===== src/rtl/button_press_arbiter.sv =====
// Pushbutton front end: 2-flop sync and debounce per button, C > L > R grant, one command pulse per press episode.
// Defining BTN_AUTO_REPEAT_EN adds auto-repeat of a lone held L or R button.
module button_press_arbiter #(
  parameter int DEBOUNCE_CYCLES = 100000,
  parameter int CNT_W           = 17,
  parameter int REPEAT_CYCLES   = 25000000
) (
  input  logic       clk,
  input  logic       rst_n,
  input  logic       btnc,
  input  logic       btnl,
  input  logic       btnr,
  output logic       btncZ,
  output logic       btnlZ,
  output logic       btnrZ,
  output logic [1:0] grant_id,
  output logic       busy,
  output logic       collision
);

  typedef enum logic [1:0] {
    IDLE     = 2'd0,
    GRANT    = 2'd1,
    WAIT_REL = 2'd2
  } state_t;

  if (DEBOUNCE_CYCLES < 2) begin : g_bad_debounce
    $error("DEBOUNCE_CYCLES must be at least 2");
  end
  if ((64'd1 << CNT_W) <= 64'(DEBOUNCE_CYCLES)) begin : g_bad_cnt_w
    $error("CNT_W too narrow for DEBOUNCE_CYCLES");
  end
  if (REPEAT_CYCLES < 2) begin : g_bad_repeat
    $error("REPEAT_CYCLES must be at least 2");
  end

  // Bit order everywhere: [0]=C, [1]=L, [2]=R.
  logic [2:0]       raw;
  logic [2:0]       meta_q, sync_q;
  logic [2:0]       deb_q, deb_d, deb_prev_q;
  logic [2:0]       new_x, new_q;
  logic [CNT_W-1:0] cnt_q [3];
  logic [CNT_W-1:0] cnt_d [3];

  state_t     state_q, state_d;
  logic [2:0] sel_q, sel_d;
  logic [1:0] grant_id_q, grant_id_d;
  logic [2:0] win;
  logic [1:0] win_id;
  logic       multi;
  logic [2:0] grant_pulse;
  logic [2:0] rep_pulse;

  assign raw   = {btnr, btnl, btnc};
  assign new_x = deb_q & ~deb_prev_q;

  always_comb begin
    deb_d = deb_q;
    for (int i = 0; i < 3; i++) begin
      cnt_d[i] = '0;
      if (sync_q[i] != deb_q[i]) begin
        if (cnt_q[i] == CNT_W'(DEBOUNCE_CYCLES - 1)) begin
          deb_d[i] = sync_q[i];
        end else begin
          cnt_d[i] = cnt_q[i] + CNT_W'(1);
        end
      end
    end
  end

  always_ff @(posedge clk or negedge rst_n) begin
    if (!rst_n) begin
      meta_q     <= '0;
      sync_q     <= '0;
      deb_q      <= '0;
      deb_prev_q <= '0;
      new_q      <= '0;
      for (int i = 0; i < 3; i++) cnt_q[i] <= '0;
    end else begin
      meta_q     <= raw;
      sync_q     <= meta_q;
      deb_q      <= deb_d;
      deb_prev_q <= deb_q;
      new_q      <= new_x;
      for (int i = 0; i < 3; i++) cnt_q[i] <= cnt_d[i];
    end
  end

  always_comb begin
    win    = 3'b000;
    win_id = 2'b00;
    if (new_q[0]) begin
      win    = 3'b001;
      win_id = 2'b01;
    end else if (new_q[1]) begin
      win    = 3'b010;
      win_id = 2'b10;
    end else if (new_q[2]) begin
      win    = 3'b100;
      win_id = 2'b11;
    end
  end

  assign multi = (new_q[0] & new_q[1]) | (new_q[0] & new_q[2]) | (new_q[1] & new_q[2]);

  always_comb begin
    state_d     = state_q;
    sel_d       = sel_q;
    grant_id_d  = grant_id_q;
    grant_pulse = 3'b000;
    busy        = 1'b0;
    collision   = 1'b0;
    unique case (state_q)
      IDLE: begin
        if (|new_q) begin
          state_d    = GRANT;
          sel_d      = win;
          grant_id_d = win_id;
          collision  = multi;
        end
      end
      GRANT: begin
        grant_pulse = sel_q;
        state_d     = WAIT_REL;
      end
      WAIT_REL: begin
        busy = 1'b1;
        if (deb_q == 3'b000) state_d = IDLE;
      end
      default: state_d = IDLE;
    endcase
  end

  always_ff @(posedge clk or negedge rst_n) begin
    if (!rst_n) begin
      state_q    <= IDLE;
      sel_q      <= '0;
      grant_id_q <= '0;
    end else begin
      state_q    <= state_d;
      sel_q      <= sel_d;
      grant_id_q <= grant_id_d;
    end
  end

`ifdef BTN_AUTO_REPEAT_EN
  localparam int RW = $clog2(REPEAT_CYCLES);

  logic [RW-1:0] rep_q, rep_d;
  logic          rep_fire_q, rep_fire_d;
  logic          rep_hold;

  // Only the granted L/R button held alone keeps the repeat timer running.
  assign rep_hold = (state_q == WAIT_REL) && !sel_q[0] && (deb_q == sel_q);

  always_comb begin
    rep_d      = '0;
    rep_fire_d = 1'b0;
    if (rep_hold) begin
      if (rep_q == RW'(REPEAT_CYCLES - 1)) begin
        rep_fire_d = 1'b1;
      end else begin
        rep_d = rep_q + RW'(1);
      end
    end
  end

  always_ff @(posedge clk or negedge rst_n) begin
    if (!rst_n) begin
      rep_q      <= '0;
      rep_fire_q <= 1'b0;
    end else begin
      rep_q      <= rep_d;
      rep_fire_q <= rep_fire_d;
    end
  end

  assign rep_pulse = (rep_fire_q && (state_q == WAIT_REL)) ? sel_q : 3'b000;
`else
  assign rep_pulse = 3'b000;
`endif

  assign {btnrZ, btnlZ, btncZ} = grant_pulse | rep_pulse;
  assign grant_id              = grant_id_q;

endmodule

===== config.mk =====
export PLATFORM = sky130hd
export DESIGN_NAME = button_press_arbiter
export DESIGN_NICKNAME = d
export VERILOG_FILES = /design/src/rtl/button_press_arbiter.sv
export SDC_FILE = /design/constraint.sdc
export NUM_CORES = 1
export LEC_CHECK = 0
export ABC_CLOCK_PERIOD_IN_PS = 2100
export CORE_MARGIN = 4
export CORE_UTILIZATION = 30
export DETAILED_ROUTE_END_ITERATION = 6
export PLACE_DENSITY_LB_ADDON = 0.2
export SLEW_MARGIN = 10
export SYNTH_ARGS = -nofsm -noshare
export SYNTH_HDL_FRONTEND = slang
export SYNTH_SLANG_ARGS = --single-unit

===== constraint.sdc =====
create_clock -name clk -period 2.1 [get_ports clk]
set_input_delay 0.315 -clock clk [delete_from_list [all_inputs] [get_ports clk]]
set_output_delay 0.315 -clock clk [all_outputs]
set_load 0.005 [all_outputs]

==> Word level (Yosys, flattened, before mapping) <==
Index checks and enable logic that the tools add are counted.
{ "classes": {"bitwise_logic": 7, "add_sub_neg": 3, "reduce_logical": 8, "n_eq_ne": 10, "mux": 19} }
{ "ops": {"columns": ["op", "count"], "rows": [
  ["$mux 17", 6],
  ["$add 17x1->17 const B", 3],
  ["$eq 17x17->1 const B", 3],
  ["$mux 3", 4],
  ["$mux 2", 5],
  ["$reduce_and 2->1", 5],
  ["$pmux 2 s3", 1],
  ["$ne 2x2->1 const B", 2],
  ["$and 1x1->1", 3],
  ["$and 3x3->3", 1],
  ["$logic_not 3->1", 1],
  ["$mux 1", 3],
  ["$ne 1x1->1", 3],
  ["$not 3->3", 1],
  ["$reduce_or 3->1", 1],
  ["$eq 2x1->1 const B", 1],
  ["$eq 2x2->1 const B", 1],
  ["$logic_not 2->1", 1],
  ["$or 1x1->1", 2]
]} }
{ "word_totals": {"regBits": 73, "out_inout_bits": 7, "inputBits": 5, "elab_cells": 60} }

==> Depth between registers and ports, before layout <==
{ "logic_depth": {"ltp_word": 5, "ltp_mapped": 7, "depth_no_buf": 5} }

==> Worst setup path after synthesis <==
Ideal clock, no wire load.
{ "synth_timing": {"path_type": "register to register", "start": "register cnt_q[29] (netlist bit)", "end": "register cnt_q[31] (netlist bit)", "setup_time_ns": 0.119, "arrival_ns": 1.622, "stages_incl_launch_ff": 6, "n_path_buf": 1, "path_slack_ns": 0.359, "period_less_slack_ns": 1.741, "required_time_ns": 1.981, "path_cell_list": "dfrtp_1 -> or4b_1 -> nor4_2 -> a41o_2 -> buf_8 -> nor2_1"} }
{ "synth_rtl": {"columns": ["element", "line", "rtl"], "rows": [
  ["from (decl)", "42", "logic [CNT_W-1:0] cnt_q [3];"]
]} }

==> Worst setup path after layout <==
{ "layout_timing": {"start": "register state_q[1]", "end": "output collision"} }
{ "layout_between": {"elab_chain_len": 2} }
{ "layout_rtl": {"columns": ["element", "line", "rtl"], "rows": [
  ["from (decl)", "45", "state_t state_q, state_d;"],
  ["from (signal assigned)", "140", "state_q <= state_d;"],
  ["$logic_not 2->1", "113", "unique case (state_q)"],
  ["$mux 1", "113", null],
  ["to (decl)", "18", "output logic collision"]
]} }
Every way passes these cells.

==> flow_summary_export.csv <==
group,metric,value,unit
yosys,yosysSeqAreaShare,55.5,%
drt,firstDrtPassIters,4,
cts,cts_max_level,3,
yosys,synth-edff-count,0,
worst_setup_path,cp-start-kind,"register",
drt,drc,0,
status,status,"finished, final reports clean",
drt,ant_nets,0,
die,rows,37,
die,die-area,12700,um2
layout,layout-drive-gt1-share,9.50,%
power_and_ir_drop,ir_worst_vdd,0.318,mV
cts,cts_buffer_depth,2,
drt,drt_iter0_markers,159,
yosys,synth_ff_type,"dfrtp_1",
cts,clock_tree.root_cell,"clkbuf_8",
layout,antennaDiodeCount,0,
yosys,synth-xor-area-share,12.0,%
global_routing,antenna_found_initial,0,
worst_setup_path,cp_top_family,"buffers and inverters",
die,dieHeight,113,um
worst_setup_path,r2r_setup_slack,0.20,ns
timing,post-route-period-util,91.7,%
placed_design,gp_congestion,0.820,
yosys,yosys.area_share.simple,23.9,%
timing,slew_viol_final,0,
worst_setup_path,path_cells,"nor2_1 -> a21boi_0 -> clkdlybuf4s50_1",
yosys,syn_nets,317,
yosys,synth_seq_cells,73,
hold_path,hp-class,"register to register",
drt,routedWlPerCell,12.7,um
die,num_io_pins,12,
layout,design_area,3800,um2
worst_setup_path,cp-end-kind,"output pin",
cts,clkSinkCount,73,
yosys,yosys_warnings,0,
timing,setup_viol,0,
drt,vias,2233,
yosys,syn_avg_cell_area,10.6,um2
yosys,synth_top_family_by_area,"simple AND/OR/NAND/NOR gates",
cts,path_clk_slew,0.08,ns
worst_setup_path,crit_buf_inv,1,
placed_design,dpl-instance-area,3590,um2
global_routing,grt_pass1_vias,2239,
timing,clock_skew,0.00798,ns
worst_setup_path,crit_arrival,1.61,ns
yosys,synth.most_common_cell,"dfrtp_1",
cts,numCtsBuffers,9,
job,maxCapViolations,0,
drt,wl,6010,um
yosys,synthArstFlopShare,100,%
die,initial_core_util,31.3,%
cts,clk_latency,0.35,ns
cts,cts_tree,"built",
global_routing,grt_max_degree,40,
timing,setup-tns-final,0,ns
timing,tightest_slew,0.455,ns
timing,max_freq,519,MHz
yosys,synth_top_area_share,55.5,%
worst_setup_path,critPathKind,"register to output pin",
timing,grt_setup_unrepaired,"false",
yosys,synthTopCellsByCount,"73 x dfrtp_1, 53 x nor2_1, 25 x xnor2_1, 20 x xor2_1, 19 x nand4_1",
yosys,synthAdderAreaFrac,1.14,%
yosys,synth_top_cell_by_area,"dfrtp_1",
yosys,postSynthCellCount,309,
layout,fin_nets,340,
yosys,synthMuxAreaShare,1.03,%
power_and_ir_drop,p_leak,0.00161,uW
power_and_ir_drop,powerDensity,697,nW/um2
global_routing,grt_pass1_wl,10700,um
layout,synthToLayoutAreaGrowth,15.5,%
worst_setup_path,crit_slowest_cell,"clkdlybuf4s50_1",
layout,final_cells,473,
yosys,synth.area.top_cells,"dfrtp_1 56%, xnor2_1 6.7%, nor2_1 6.0%",
yosys,syn-cell-area,3290,um2
yosys,synth_compound_area_share,4.30,%
worst_setup_path,cp_max_fo,3,
global_routing,grt-ovfl-total,0,
timing,hold_violations,0,
placed_design,port_buffers,11,
global_routing,grt_usage,10.4,%
placed_design,dp_hpwl,3980,um
drt,viasPerCell,4.72,
yosys,yosysUniqueCellTypes,35,
placed_design,post-place-cells,456,
die,core,10500,um2
timing,finalCriticalPeriod,1.93,ns
timing,slew_headroom,69.4,%
worst_setup_path,max_stage_delay,0.53,ns
die,die_w,113,um
worst_setup_path,critPathRequiredTime,1.78,ns
[what timing repair did]
item / in CTS / in global routing
endpoints found under the setup margin: 0 / 3
resized for setup: 0 / 1
hold buffers: 1 / 0
hold endpoints to repair: 34 / 0
buffers inserted: 0 / 0
[logic make-up after synthesis]
kind of cell | after synthesis
AOI/OAI and AO/OA | 21
xor gates and xnor gates | 45
adders and majority gates | 3
buffers and inverters | 14
DFF | 73
muxes | 3
and+or+nand+nor | 150
[registers in the layout (all words and copies together), names as in the netlist]
name	flops
deb_prev_q	3
grant_id	2
new_q	3
state_q	2
deb_q	3
meta_q	3
sel_q	3
sync_q	3
cnt_q	51
[layout by cell type (no fill, tap or decap), types with 4 or more instances in the layout]
cell	Yosys	final
nor3_1	10	10
and2_1	4	4
xnor2_1	25	25
nand4_1	19	19
nand2_1	16	16
inv_1	8	8
nor2b_1	5	4
buf_4	0	6
nor4_1	11	11
dfrtp_1	73	73
nor2_1	53	53
clkdlybuf4s50_1	0	10
o21ai_0	4	4
xor2_1	20	20
nand3_1	14	14
clkbuf_8	0	9
a21oi_1	6	6
and4_1	5	5
[cell type report]
cell class / instances / area, um2
fill: 1064 / 6710
sequential: 73 / 1830
multi-input combinational: 222 / 1400
timing repair buffer: 18 / 175
tap: 136 / 170
clock buffer: 9 / 124
clock inverter: 7 / 77.6
inverter: 8 / 30.0
[worst reg2reg max path: cells and delay by family, from the launching register on]
family / cells / cell delay (ns)
AO/OA/AOI/OAI: 1 / 0.44
flip-flops: 1 / 0.42
AND/OR/NAND/NOR: 3 / 0.92
[worst paths after layout]
check / endpoint / cells after the start / startpoint
worst min register to register: sync_q[1]$_DFF_PN0_ / 0 / meta_q[1]$_DFF_PN0_
max in group asynchronous: cnt_q[45]$_DFF_PN0_ / 3 / rst_n
min in group asynchronous: cnt_q[26]$_DFF_PN0_ / 2 / rst_n
worst max-delay path: collision / 3 / state_q[1]$_DFFE_PN0P_
worst max register to register: cnt_q[22]$_DFF_PN0_ / 4 / cnt_q[29]$_DFF_PN0_
worst min-delay path: sync_q[1]$_DFF_PN0_ / 0 / meta_q[1]$_DFF_PN0_
[layer usage]
layer  GRT usage [%]  routed length [um]
met5               0                   0
met4            4.09                 119
met3            3.42                 191
met2            15.5                2650
met1            13.9                3050
[metrics by stage]
| stage | setup slack [ns] | hold slack [ns] | total power (uW) | utilization, % |
|---|---|---|---|---|
| after global placement | 0.249 | 0.305 | 1560 | 34.1 |
| after global routing | 0.0213 | 0.368 | 2790 | 36.2 |
| after detailed placement | 0.205 | 0.310 | 1560 | 34.1 |
| after floorplan | 0.359 | 0.0194 | 1510 | - |
| final | 0.174 | 0.347 | 2650 | 36.2 |
| after CTS | 0.0436 | 0.350 | 2720 | 36.1 |
[report_power, final]
part	total (uW)	switching, uW	internal, uW
Clock	1120	559	559
Sequential	1440	17.5	1420
Combinational	90.7	58.5	32.2
Power figures use the tool's default switching activity.
==> RTL change, RTL diff (same settings) <==
The parameter `CNT_W` goes from 17 to 19.
--- a/src/rtl/button_press_arbiter.sv
+++ b/src/rtl/button_press_arbiter.sv
@@ -2,7 +2,7 @@
 // Defining BTN_AUTO_REPEAT_EN adds auto-repeat of a lone held L or R button.
 module button_press_arbiter #(
   parameter int DEBOUNCE_CYCLES = 100000,
-  parameter int CNT_W           = 17,
+  parameter int CNT_W           = 19,
   parameter int REPEAT_CYCLES   = 25000000
 ) (
   input  logic       clk,
Check against the original RTL: no difference found for any inputs over 10 cycles, from zero or initial values and one cycle with rst_n low; that may be too few to reach the edited logic, so the function may still have changed.
==> RTL change against the unedited design <==
Setup slack got worse by 12 ps; sequential cell count grew 6; synthesized area is 11% higher; final area is 14% higher; non-clock buffer count rose by 5; register-to-register slack lost 30 ps; power increased by 22%; routed wire length rose by 14%; clock skew about the same; via count increased by 14%; count of clock-buffer cells in the layout is the same; critical path type unchanged.
==> RTL change: results (changes against the unedited design) <==
Routing
The final wirelength came to 6840 µm (+14%). The routed length on met2 is 3130 µm (+18%). The amount of wire on met3 after detailed routing is 190 µm (-0.52%). The via count was 2553 (+14%).

The routed metal-1 wire length is 3390 µm (+11%). The number of DRC markers after the initial detailed-route iteration is 134 (-16%).

Synthesis
In the post-synthesis netlist, the biggest area contributors are sky130_fd_sc_hd__dfrtp_1 (54%), sky130_fd_sc_hd__xnor2_1 (7.0%), sky130_fd_sc_hd__nor2_1 (5.7%), sky130_fd_sc_hd__xor2_1 (4.3%), sky130_fd_sc_hd__nor4_1 (3.1%). The commonest cells after synthesis are sky130_fd_sc_hd__dfrtp_1 (79), sky130_fd_sc_hd__nor2_1 (55), sky130_fd_sc_hd__xnor2_1 (29). The xor and xnor area share after synthesis was 11.3% (-0.66 points).

The synthesized netlist net count was 358 (+13%). The fraction of the mapped netlist area in compound gates was 5.26% (+0.96 points). The multiplexer fraction of the synthesized cell area is 1.20% (+0.18 points). The count of unique library cells instantiated by Yosys was 39 (+11%).

Worst setup path
The length in cells of the worst reg-to-reg path is 5 (+1). The terminus of the critical flop-to-flop path is cnt_q[56]. The worst reg-to-reg setup slack is 170 ps (-30 ps). The worst register-to-register path begins at cnt_q[38].

Worst hold path
The destination of the worst hold path is sync_q[0]. In this run the most critical hold path is launched from meta_q[0].

GRT
The total global routing track utilization is 10.6% (+0.18 points). The global-route wire length before repair is 12000 µm (+12%). The number of global-route vias before repair came to 2518 (+12%). The largest net degree at the start of global routing is 48 (+20%).

The met3 routing resource usage after global routing was 3.12% (-0.30 points). The met2 usage in global routing is 16.2% (+0.70 points). The global routing met1 resource utilization is 13.8% (-0.10 points).

CTS
The clock edge transition at the registers on the reported setup and hold paths was 60 ps (-20 ps). The root buffer cell is sky130_fd_sc_hd__clkbuf_16.

Placed design
The final estimated routing congestion in global placement is 0.783 (-4.5%). The final HPWL from detailed placement is 4830 µm (+22%). The number of placed instances with taps included was 511 (+12%).

STA
The final hold slack is 355 ps (+8.15 ps). The worst clock skew on the final layout is 7.54 ps (-0.440 ps). The worst relative slew slack is 70.2% (+0.80 points).

Status
The run finished with clean final reports.

Cells and area
The number of flip-flops under the largest register name was 57 (+12%). The filler cell count is 1144 (+7.5%).

Power and ir drop
The static power due to leakage came to 0.00180 µW (+12%). The cell area power density was 751 nW/µm² (+7.8%). The maximum VDD drop came to 0.000291 V (-8.3%).
RTL change: changes by cell type in the layout (fill, tap and decap cells not counted), sizes merged, moves of 6 or more:
cell	delta
or3	+6
nor4	+6
nand3	+7
dfrtp	+6
RTL change: worst max path at each step:
stage | startpoint | end | slack [ps] | depth (start not counted)
after global placement | cnt_q[38] | cnt_q[56] | 190 | 5
after floorplan | cnt_q[38] | cnt_q[56] | 270 | 5
after global routing | state_q[1] | collision | 6 | 3
after CTS | state_q[1] | collision | 60 | 3
final | state_q[1] | collision | 160 | 3
after detailed placement | cnt_q[38] | cnt_q[56] | 100 | 5
RTL change: area by class of cell:
type                            instances  area share [%]
Inverter                                8           0.696
Multi-Input combinational cell        260            37.4
Timing Repair Buffer                   23            4.93
Sequential cell                        79            45.8
Clock inverter                          7            1.80
Tap cell                              143            4.14
Clock buffer                            9            5.22
RTL change: report_power, final:
group	switching [µW]	total, µW	leakage [µW]	internal [µW]
logic	64.2	97.4	0.000575	33.2
registers	20.9	1560	0.00108	1540
clock network	651	1580	0.000147	933
